$ cat src/rtl/flash_phy_op_sched_if.sv
// rtl/flash_phy_op_sched_if.sv - request/completion bundle between requester and op scheduler
//
// Purpose: carries one flash operation request and its completion pulses.
// Signals:
//   req_i, rd_i, prog_i, pg_erase_i, bk_erase_i  request level and operation type
//   he_en_i                                      high-endurance erase (doubles erase latency)
//   erase_suspend_i                              level request to suspend an in-flight erase
//   rd_done_o, prog_done_o, erase_done_o         one-cycle completion pulses
//   error_o                                      one-cycle malformed-request pulse
//   suspended_o                                  marks an erase_done_o caused by suspend
//   busy_o                                       scheduler not idle
// Modports: master = requester side, slave = scheduler side.

interface flash_phy_op_sched_if;
   logic req_i;
   logic rd_i;
   logic prog_i;
   logic pg_erase_i;
   logic bk_erase_i;
   logic he_en_i;
   logic erase_suspend_i;
   logic rd_done_o;
   logic prog_done_o;
   logic erase_done_o;
   logic error_o;
   logic suspended_o;
   logic busy_o;

   modport master (
      output req_i, rd_i, prog_i, pg_erase_i, bk_erase_i, he_en_i, erase_suspend_i,
      input  rd_done_o, prog_done_o, erase_done_o, error_o, suspended_o, busy_o
   );

   modport slave (
      input  req_i, rd_i, prog_i, pg_erase_i, bk_erase_i, he_en_i, erase_suspend_i,
      output rd_done_o, prog_done_o, erase_done_o, error_o, suspended_o, busy_o
   );
endinterface

$ cat src/rtl/flash_phy_op_sched.sv
// rtl/flash_phy_op_sched.sv - flash operation timer with erase suspend and malformed-request flagging
//
// Purpose: accepts one operation at a time, holds it for its fixed latency, then pulses
// the matching done. An erase may be suspended; malformed requests pulse error_o with all dones.
// Ports:
//   clk_i   clock
//   rst_ni  asynchronous active-low reset
//   bus     flash_phy_op_sched_if.slave (request inputs, registered pulse/busy outputs)

module flash_phy_op_sched #(
   parameter int RdCycles      = 2,
   parameter int ProgCycles    = 8,
   parameter int PgEraseCycles = 32,
   parameter int BkEraseCycles = 128,
   parameter int SuspendCycles = 3,
   parameter int CntW          = 16
) (
   input  logic                  clk_i,
   input  logic                  rst_ni,
   flash_phy_op_sched_if.slave   bus
);

   localparam int CntMax = (1 << CntW) - 1;
   localparam bit ParamsOk = (RdCycles >= 1) && (RdCycles <= CntMax) &&
                             (ProgCycles >= 1) && (ProgCycles <= CntMax) &&
                             (PgEraseCycles >= 1) && (2 * PgEraseCycles <= CntMax) &&
                             (BkEraseCycles >= 1) && (2 * BkEraseCycles <= CntMax) &&
                             (SuspendCycles >= 1) && (SuspendCycles <= CntMax);

   if (!ParamsOk) begin : g_param_check
      $error("flash_phy_op_sched: latency parameter out of range for CntW");
   end

   localparam logic [CntW-1:0] LatRd     = CntW'(RdCycles);
   localparam logic [CntW-1:0] LatProg   = CntW'(ProgCycles);
   localparam logic [CntW-1:0] LatPg     = CntW'(PgEraseCycles);
   localparam logic [CntW-1:0] LatPgHe   = CntW'(2 * PgEraseCycles);
   localparam logic [CntW-1:0] LatBk     = CntW'(BkEraseCycles);
   localparam logic [CntW-1:0] LatBkHe   = CntW'(2 * BkEraseCycles);
   localparam logic [CntW-1:0] LatSusp   = CntW'(SuspendCycles);
   localparam logic [CntW-1:0] CntOne    = CntW'(1);

   typedef enum logic [1:0] {StIdle, StBusy, StSuspend, StWaitLow} state_e;
   typedef enum logic [1:0] {OpRd, OpProg, OpPgErase, OpBkErase} op_e;

   state_e          state_q, state_d;
   op_e             op_q, op_d, op_sel;
   logic [CntW-1:0] cnt_q, cnt_d, lat_sel;
   logic            rd_done_q, prog_done_q, erase_done_q, error_q, suspended_q, busy_q;
   logic            rd_done_d, prog_done_d, erase_done_d, error_d, suspended_d, busy_d;
   logic            fin;
   op_e             fin_op;
   logic            op_onehot;

   assign op_onehot = $onehot({bus.rd_i, bus.prog_i, bus.pg_erase_i, bus.bk_erase_i});

   always_comb begin
      state_d     = state_q;
      cnt_d       = cnt_q;
      op_d        = op_q;
      op_sel      = OpRd;
      lat_sel     = LatRd;
      fin         = 1'b0;
      fin_op      = op_q;
      error_d     = 1'b0;
      suspended_d = 1'b0;

      if (bus.prog_i) begin
         op_sel  = OpProg;
         lat_sel = LatProg;
      end else if (bus.pg_erase_i) begin
         op_sel  = OpPgErase;
         lat_sel = bus.he_en_i ? LatPgHe : LatPg;
      end else if (bus.bk_erase_i) begin
         op_sel  = OpBkErase;
         lat_sel = bus.he_en_i ? LatBkHe : LatBk;
      end

      case (state_q)
         StIdle: begin
            if (bus.req_i) begin
               if (op_onehot) begin
                  op_d = op_sel;
                  // Outputs are registered, so the done for a latency of L is
                  // launched L-1 edges after accept; L=1 completes on accept.
                  if (lat_sel == CntOne) begin
                     fin     = 1'b1;
                     fin_op  = op_sel;
                     state_d = StWaitLow;
                  end else begin
                     cnt_d   = lat_sel - CntOne;
                     state_d = StBusy;
                  end
               end else begin
                  error_d = 1'b1;
                  state_d = StWaitLow;
               end
            end
         end
         StBusy: begin
            // cnt_q==1 is the completion cycle; suspend is ignored there.
            if (cnt_q == CntOne) begin
               fin     = 1'b1;
               cnt_d   = '0;
               state_d = StWaitLow;
            end else if (bus.erase_suspend_i && (op_q == OpPgErase || op_q == OpBkErase)) begin
               if (LatSusp == CntOne) begin
                  fin         = 1'b1;
                  suspended_d = 1'b1;
                  cnt_d       = '0;
                  state_d     = StWaitLow;
               end else begin
                  cnt_d   = LatSusp - CntOne;
                  state_d = StSuspend;
               end
            end else begin
               cnt_d = cnt_q - CntOne;
            end
         end
         StSuspend: begin
            if (cnt_q == CntOne) begin
               fin         = 1'b1;
               suspended_d = 1'b1;
               cnt_d       = '0;
               state_d     = StWaitLow;
            end else begin
               cnt_d = cnt_q - CntOne;
            end
         end
         StWaitLow: begin
            if (!bus.req_i) begin
               state_d = StIdle;
            end
         end
         default: state_d = StIdle;
      endcase

      // A malformed request reports every done alongside error.
      rd_done_d    = error_d || (fin && fin_op == OpRd);
      prog_done_d  = error_d || (fin && fin_op == OpProg);
      erase_done_d = error_d || (fin && (fin_op == OpPgErase || fin_op == OpBkErase));
      busy_d       = (state_d != StIdle);
   end

   always_ff @(posedge clk_i or negedge rst_ni) begin
      if (!rst_ni) begin
         state_q      <= StIdle;
         cnt_q        <= '0;
         op_q         <= OpRd;
         rd_done_q    <= 1'b0;
         prog_done_q  <= 1'b0;
         erase_done_q <= 1'b0;
         error_q      <= 1'b0;
         suspended_q  <= 1'b0;
         busy_q       <= 1'b0;
      end else begin
         state_q      <= state_d;
         cnt_q        <= cnt_d;
         op_q         <= op_d;
         rd_done_q    <= rd_done_d;
         prog_done_q  <= prog_done_d;
         erase_done_q <= erase_done_d;
         error_q      <= error_d;
         suspended_q  <= suspended_d;
         busy_q       <= busy_d;
      end
   end

   assign bus.rd_done_o    = rd_done_q;
   assign bus.prog_done_o  = prog_done_q;
   assign bus.erase_done_o = erase_done_q;
   assign bus.error_o      = error_q;
   assign bus.suspended_o  = suspended_q;
   assign bus.busy_o       = busy_q;

endmodule

$ cat src/flat_wrapper.sv
// flat-port wrapper written by rule: the top's interface ports become plain ports
module flash_phy_op_sched_flat 
#(
   parameter int RdCycles      = 2,
   parameter int ProgCycles    = 8,
   parameter int PgEraseCycles = 32,
   parameter int BkEraseCycles = 128,
   parameter int SuspendCycles = 3,
   parameter int CntW          = 16
)
  (clk_i, rst_ni, bus_req_i, bus_rd_i, bus_prog_i, bus_pg_erase_i, bus_bk_erase_i, bus_he_en_i, bus_erase_suspend_i, bus_rd_done_o, bus_prog_done_o, bus_erase_done_o, bus_error_o, bus_suspended_o, bus_busy_o);
  flash_phy_op_sched_if bus_i ();
  input  logic clk_i;
  input  logic rst_ni;
  input wire logic [$bits(bus_i.req_i)-1:0] bus_req_i;
  input wire logic [$bits(bus_i.rd_i)-1:0] bus_rd_i;
  input wire logic [$bits(bus_i.prog_i)-1:0] bus_prog_i;
  input wire logic [$bits(bus_i.pg_erase_i)-1:0] bus_pg_erase_i;
  input wire logic [$bits(bus_i.bk_erase_i)-1:0] bus_bk_erase_i;
  input wire logic [$bits(bus_i.he_en_i)-1:0] bus_he_en_i;
  input wire logic [$bits(bus_i.erase_suspend_i)-1:0] bus_erase_suspend_i;
  output wire logic [$bits(bus_i.rd_done_o)-1:0] bus_rd_done_o;
  output wire logic [$bits(bus_i.prog_done_o)-1:0] bus_prog_done_o;
  output wire logic [$bits(bus_i.erase_done_o)-1:0] bus_erase_done_o;
  output wire logic [$bits(bus_i.error_o)-1:0] bus_error_o;
  output wire logic [$bits(bus_i.suspended_o)-1:0] bus_suspended_o;
  output wire logic [$bits(bus_i.busy_o)-1:0] bus_busy_o;
  assign bus_i.req_i = bus_req_i;
  assign bus_i.rd_i = bus_rd_i;
  assign bus_i.prog_i = bus_prog_i;
  assign bus_i.pg_erase_i = bus_pg_erase_i;
  assign bus_i.bk_erase_i = bus_bk_erase_i;
  assign bus_i.he_en_i = bus_he_en_i;
  assign bus_i.erase_suspend_i = bus_erase_suspend_i;
  assign bus_rd_done_o = bus_i.rd_done_o;
  assign bus_prog_done_o = bus_i.prog_done_o;
  assign bus_erase_done_o = bus_i.erase_done_o;
  assign bus_error_o = bus_i.error_o;
  assign bus_suspended_o = bus_i.suspended_o;
  assign bus_busy_o = bus_i.busy_o;
  flash_phy_op_sched #(.RdCycles(RdCycles), .ProgCycles(ProgCycles), .PgEraseCycles(PgEraseCycles), .BkEraseCycles(BkEraseCycles), .SuspendCycles(SuspendCycles), .CntW(CntW)) u_core (.clk_i(clk_i), .rst_ni(rst_ni), .bus(bus_i));
endmodule
$ cat config.mk
export PLATFORM = sky130hd
export DESIGN_NAME = flash_phy_op_sched_flat
export DESIGN_NICKNAME = d
export VERILOG_FILES = /design/src/rtl/flash_phy_op_sched_if.sv /design/src/rtl/flash_phy_op_sched.sv /design/src/flat_wrapper.sv
export SDC_FILE = /design/constraint.sdc
export NUM_CORES = 1
export LEC_CHECK = 0
export ABC_CLOCK_PERIOD_IN_PS = 2600
export BUFFER_PORTS_ARGS = -buffer_cell sky130_fd_sc_hd__buf_2
export CORE_ASPECT_RATIO = 0.7
export CORE_MARGIN = 2
export CORE_UTILIZATION = 50
export DETAILED_ROUTE_END_ITERATION = 16
export HOLD_SLACK_MARGIN = 0.05
export PLACE_DENSITY = 0.8
export SYNTH_ARGS = -nofsm -noshare
export SYNTH_HDL_FRONTEND = slang
export SYNTH_SLANG_ARGS = --single-unit
export TNS_END_PERCENT = 20
$ cat constraint.sdc
create_clock -name clk_i -period 2.6 [get_ports clk_i]
set_clock_uncertainty 0.2 [all_clocks]
set_input_delay 0 -clock clk_i [delete_from_list [all_inputs] [get_ports clk_i]]
set_output_delay 0 -clock clk_i [all_outputs]
set_load 0.01 [all_outputs]
==> results of run 1 <==
## how the worst max path moves through the flow
stage                            startpoint                end  slack [ns]  cells past startpoint
after global routing      u_core.state_q[1]    u_core.cnt_q[5]        0.06                      7
after CTS                   u_core.cnt_q[1]  u_core.state_q[0]        0.11                      7
after detailed placement     bus_pg_erase_i    u_core.cnt_q[9]        0.06                     11
after floorplan              bus_pg_erase_i   u_core.cnt_q[14]        0.25                     10
after global placement       bus_pg_erase_i   u_core.cnt_q[14]        0.12                     10
final                       u_core.cnt_q[1]  u_core.state_q[0]        0.18                      7
## layout by cell type (no fill, tap or decap), types with 2 or more instances in the layout
master / Yosys / final
nor3_1: 10 / 10
ha_1: 11 / 11
nor4_2: 2 / 2
o21ai_0: 16 / 16
inv_1: 11 / 11
buf_2: 3 / 14
o41ai_1: 2 / 2
o211ai_1: 2 / 2
dlygate4sd3_1: 0 / 8
nor4_1: 4 / 4
or3_1: 4 / 4
nand3_1: 9 / 9
and2_1: 2 / 2
dfrtp_1: 26 / 26
and3_1: 2 / 2
a221o_1: 4 / 4
a22o_1: 6 / 6
buf_4: 0 / 3
nand4_1: 3 / 3
nand2_1: 8 / 8
a21o_1: 4 / 4
a21oi_1: 8 / 8
o31ai_1: 3 / 3
nor2_1: 16 / 16
o21ai_1: 6 / 6
clkbuf_8: 0 / 3
## repair_timing
item | in CTS | in global routing
buffers inserted | 0 | 0
endpoints found under the setup margin | 0 | 1
resized for setup | 0 | 1
endpoints found under the hold margin | 35 | 0
hold buffers | 8 | 0
## worst reg2reg max path: cells and delay by family, from the launching register on
kind / cells / cell delay [ns]
and+or+nand+nor: 4 / 0.94
buffers and inverters: 2 / 0.67
DFF: 1 / 0.41
adders and majority gates: 1 / 0.16
## registers in the layout (all words and copies together) (netlist names)
name                     cells
u_core.bus.busy_o            1
u_core.state_q               2
u_core.bus.erase_done_o      1
u_core.cnt_q                16
u_core.bus.prog_done_o       1
u_core.bus.error_o           1
u_core.bus.suspended_o       1
u_core.op_q                  2
u_core.bus.rd_done_o         1
## routing by layer
metal  routed length (µm)  part of all wire
met3                  297             0.077
met4                   28            0.0073
met2                 1507              0.39
met5                    0                 0
met1                 2023              0.52
## per-stage QoR
| stage | util | worst slack [ns] | cell area (µm²) | hold WS (ns) | total power, W |
|---|---|---|---|---|---|
| after floorplan | - | 0.2513 | 1759 | -0.4956 | 0.001811 |
| after global placement | 0.5794 | 0.1224 | 1886 | -0.1617 | 0.002100 |
| after detailed placement | 0.5794 | 0.05978 | 1886 | -0.1657 | 0.002118 |
| after global routing | 0.6286 | 0.05547 | 2046 | 0.1180 | 0.002746 |
| after CTS | 0.6259 | 0.1090 | 2037 | 0.06216 | 0.002509 |
| final | 0.6286 | 0.1762 | 2046 | 0.06450 | 0.002540 |
## report_power, final
part           total [W]  switching, W  internal [W]
sequential      0.000789      0.000223      0.000567
combinational    0.00141      0.000807      0.000604
clock           0.000339      0.000133      0.000206
total            0.00254       0.00116       0.00138
## kinds of logic (layout without fill, tap and decap cells)
| family | Yosys count | in the layout | synth area share |
|---|---|---|---|
| fa+ha+maj | 12 | 12 | 0.08962 |
| compound gates | 59 | 59 | 0.2241 |
| flops | 26 | 26 | 0.3698 |
| xor+xnor | 1 | 1 | 0.004980 |
| buf+inv | 20 | 41 | 0.04907 |
| simple gates | 74 | 74 | 0.2625 |
## cell type report
cell class / instances / area [µm²]
fillers: 265 / 1209
inverters: 11 / 41.29
clock inverters: 1 / 30.03
clock buffers: 3 / 41.29
flip-flops and latches: 26 / 650.6
well taps: 47 / 58.81
multi-input cells: 146 / 1031
repair buffers: 26 / 192.7
==> impl_metrics.json, run 1 <==
{
  "htree_num_levels": 1,
  "die_y_um": 53.63,
  "numCtsBuffers": 3,
  "dieArea_um2": 4016,
  "core_area_um2": 3254,
  "crit_family": "simple AND/OR/NAND/NOR gates",
  "slowest_stage": "dlygate4sd3_1",
  "place_hpwl_mm": 2.705,
  "arrival_ns": 2.44,
  "crit_path_end_kind": "flop",
  "met1_usage": 0.3403,
  "clockRootBuffer": "clkbuf_8",
  "wire_per_inst_um": 14.83,
  "drtIter0Drc": 162,
  "grt_pass1_vias": 1308,
  "max_freq_ghz": 0.4126,
  "final_hold_viol_count": 0,
  "synth-edff-count": 0,
  "rsz0062_at_grt": "no",
  "place.port_buffers": 14,
  "insertedDiodeCount": 0,
  "synth_common_cells": "dfrtp_1, nor2_1, o21ai_0",
  "hold_depth": 5,
  "antenna_found_initial": 0,
  "syn_inst": 192,
  "num_rows": 17,
  "grt_pass1_wl_mm": 6.506,
  "gp_congestion": 0.8787,
  "pwr_density_cell_nw_per_um2": 1242,
  "drv_cap": 0,
  "seq_area_frac_synth": 0.3698,
  "cp_num_buf_inv": 2,
  "ys_seq_elements": 26,
  "ir_worst_vdd_uv": 682.3,
  "grtUsageMet2": 0.2895,
  "syn2layout_area_growth_pct": 16.29,
  "period_needed_ns": 2.424,
  "cp_max_fo": 4,
  "outcome": "finished clean",
  "drive_above_1_share": 0.1549,
  "met3_usage": 0.05243,
  "synth.most_common_cell": "dfrtp_1",
  "dp.cells": 248,
  "path_cells": "inv_1 > ha_1 > nor4b_4 > nand4_4 > or3_1 > nand3_1 > dlygate4sd3_1",
  "initial_core_util": 0.5406,
  "synthFlopType": "dfrtp_1",
  "min_to": "u_core.op_q[0]",
  "synthDistinctLibCells": 49,
  "maxSlewViolCount": 0,
  "p_leak_nw": 0.9433,
  "r2r_start": "u_core.cnt_q[1]",
  "routed_wirelength_mm": 3.856,
  "yosys_warnings": 0,
  "io_pins": 15,
  "clock_sinks": 26,
  "finalNetCount": 235,
  "post-synth-top-area-cell": "dfrtp_1",
  "hp-start": "bus_bk_erase_i",
  "critical_path_required_ns": 2.61,
  "grt_usage": 0.2153,
  "r2r_setup_slack_ns": 0.18,
  "syn_area_um2": 1759,
  "grt_overflow": 0,
  "netlist.area_leader.share": 0.3698,
  "rr_endpoint": "u_core.state_q[0]",
  "synthArstFlopShare": 1.000,
  "grt_start_max_net_pins": 27,
  "drc": 0,
  "yosys-top-cells-area": "dfrtp_1, ha_1, o21ai_0",
  "vias_per_cell": 5.900,
  "syn_area_per_cell_um2": 9.162,
  "max_slew_margin": 0.6093,
  "finalSetupViolCount": 0,
  "ff2ff_path_depth": 7,
  "drt-pass1-iter-count": 4,
  "cpPeakStageDelay_ns": 0.55,
  "fin_cells": 260,
  "start_kind": "flop",
  "vias": 1534,
  "hold_class": "primary input to flop",
  "syn-num-nets": 213,
  "tns_ns": 0,
  "clock_latency_ns": 0.27,
  "clk_pin_slew_ns": 0.09,
  "clk_path_buf_depth": 2,
  "die_w_um": 74.90,
  "ant_nets": 0,
  "top_usage_layer": "met1",
  "path_class": "flop to flop",
  "fin_crit_sh": 0.9322,
  "worst_slew_pin_slew_ns": 0.5861,
  "cts_tree": "built"
}
Power figures use the tool's default switching activity.
==> inputs of run 2 (changes only) <==
Settings changed: ABC_CLOCK_PERIOD_IN_PS 2600 to 3000, BUFFER_PORTS_ARGS -buffer_cell sky130_fd_sc_hd__buf_2 to default, CELL_PAD_IN_SITES_DETAIL_PLACEMENT from default to 1, CELL_PAD_IN_SITES_GLOBAL_PLACEMENT from default to 1, DONT_BUFFER_PORTS from default to 1, PLACE_DENSITY 0.8 to 0.92.
Clock period 2.6 ns to 3 ns, I/O delays scaled along.
==> run 2 against run 1 <==
  * Total power fell by 8.7%
  * Hold slack improved by 0.0068 ns
  * Non-clock buffer count fell by 11
  * Global-route usage rose by 12 points
  * Worst setup slack got worse by 0.17 ns
  * Via count rose by 8.1%
  * Routed wire length rose by 53%
  * Die area did not move
  * Sequential cell count did not move
  * Largest power group unchanged
==> impl_metrics.json, run 2 (synthesis gave the netlist of run 1 again) <==
{
  "drc": 0,
  "ir_worst_vdd_uv": 455.5,
  "final_hold_viol_count": 0,
  "syn2layout_area_growth_pct": 15.22,
  "place_hpwl_mm": 3.711,
  "grt_start_max_net_pins": 27,
  "min_to": "u_core.cnt_q[1]",
  "fin_crit_sh": 0.9972,
  "hp-start": "bus_prog_i",
  "r2r_setup_slack_ns": 0.15,
  "crit_path_end_kind": "flop",
  "period_needed_ns": 2.992,
  "critical_path_required_ns": 2.97,
  "arrival_ns": 2.96,
  "grt_pass1_wl_mm": 9.570,
  "hold_depth": 4,
  "grt_usage": 0.3315,
  "routed_wirelength_mm": 5.895,
  "largest-register": "u_core.cnt_q",
  "io_pins": 15,
  "wire_per_inst_um": 23.67,
  "vias_per_cell": 6.663,
  "place.port_buffers": 0,
  "die_w_um": 74.90,
  "layout_commonest_cell": "dfrtp_1",
  "stdcell_area_um2": 2027,
  "r2r_start": "u_core.cnt_q[1]",
  "start_kind": "primary input",
  "whs_ns": 0.07131,
  "clock_latency_ns": 0.28,
  "die_y_um": 53.63,
  "cts_tree": "built",
  "top_regs": "u_core.cnt_q x16, u_core.op_q x2, u_core.state_q x2",
  "max_slew_margin": 0.6202,
  "clk_pin_slew_ns": 0.10,
  "clock_sinks": 26,
  "antenna_found_initial": 0,
  "vias": 1659,
  "worst_slew_pin_slew_ns": 0.5645,
  "layout_common_cells": "dfrtp_1, nor2_1, o21ai_0",
  "dieArea_um2": 4016,
  "numCtsBuffers": 3,
  "grt_pass1_vias": 1811,
  "p_total_w": 0.002318,
  "htree_num_levels": 1,
  "num_rows": 17,
  "ant_nets": 0,
  "setup_ws_ns": 0.008497,
  "dpl_worst_slack_ns": 0.5170,
  "drive_above_1_share": 0.1139,
  "outcome": "finished clean",
  "drtIter0Drc": 171,
  "hold_class": "primary input to flop",
  "finalNetCount": 224,
  "grt_overflow": 0,
  "core_area_um2": 3254,
  "finalSetupViolCount": 0,
  "rr_endpoint": "u_core.bus.busy_o",
  "clk_path_buf_depth": 2,
  "ff2ff_path_depth": 8,
  "rsz0062_at_grt": "yes",
  "drv_cap": 0,
  "largest_reg_flops": 16,
  "max_freq_ghz": 0.3343,
  "maxSlewViolCount": 0,
  "placed_area_um2": 1788,
  "gp_congestion": 0.8488,
  "clockRootBuffer": "clkbuf_8",
  "pwr_density_cell_nw_per_um2": 1143,
  "p_leak_nw": 0.9024,
  "insertedDiodeCount": 0,
  "path_class": "primary input to flop",
  "fillers": 358,
  "initial_core_util": 0.5406,
  "drt-pass1-iter-count": 4,
  "cp_max_fo": 4
}
run 2: power breakdown:
part | leakage, nW | internal (W) | switching [W]
clock | 0.0357 | 0.000179 | 0.000123
sequential | 0.337 | 0.000492 | 0.000229
combinational | 0.530 | 0.000495 | 0.000799
total | 0.902 | 0.00117 | 0.00115
run 2: metrics by stage:
step | instances | setup TNS [ns] | utilization
finish | 249 | 0 | 0.6228
global placement | 232 | 0 | 0.5494
global route | 249 | -0.2172 | 0.6228
floorplan | 192 | 0 | -
CTS | 249 | 0 | 0.6175
detailed placement | 232 | 0 | 0.5494
run 2: repair_timing:
| action | CTS | global route |
|---|---|---|
| endpoints found under the hold margin | 44 | 0 |
| hold buffers | 13 | 0 |
| endpoints found under the setup margin | 0 | 8 |
| gates resized for setup | 0 | 6 |
| setup buffers | 0 | 0 |
run 2: how the worst max path moves through the flow:
stage	from	end	slack [ns]	cells after the start
floorplan	bus_pg_erase_i	u_core.cnt_q[14]	0.65	10
global placement	bus_pg_erase_i	u_core.cnt_q[14]	0.63	9
detailed placement	bus_pg_erase_i	u_core.cnt_q[14]	0.52	9
CTS	bus_pg_erase_i	u_core.cnt_q[14]	0.16	10
global route	bus_pg_erase_i	u_core.cnt_q[14]	-0.07	10
finish	bus_pg_erase_i	u_core.op_q[1]	0.008	10
run 2: metal layers:
| metal | global-route usage | share of wire | vias to the layer above |
|---|---|---|---|
| met1 | 0.4180 | 0.42 | 839 |
| met4 | 0.1131 | 0.025 | 0 |
| met5 | 0 | 0 | - |
| li1 | - | - | 738 |
| met2 | 0.5789 | 0.50 | 66 |
| met3 | 0.05618 | 0.050 | 16 |
run 2: cell type report:
type / count / area (µm²) / share of cell area
clock buffers: 3 / 41.29 / 0.02037
clock inverters: 1 / 30.03 / 0.01481
inverters: 11 / 41.29 / 0.02037
multi-input cells: 146 / 1036 / 0.5111
flip-flops and latches: 26 / 650.6 / 0.3210
well taps: 47 / 58.81 / 0.02901
repair buffers: 15 / 168.9 / 0.08333
run 2: critical path, stage by stage:
cell	delay, ns
dlygate4sd3_1	0.61
inv_1	0.12
ha_1	0.30
ha_1	0.15
inv_1	0.05
fa_1	0.52
nand3_1	0.23
o21ai_2	0.28
o41ai_2	0.12
dlygate4sd3_1	0.59
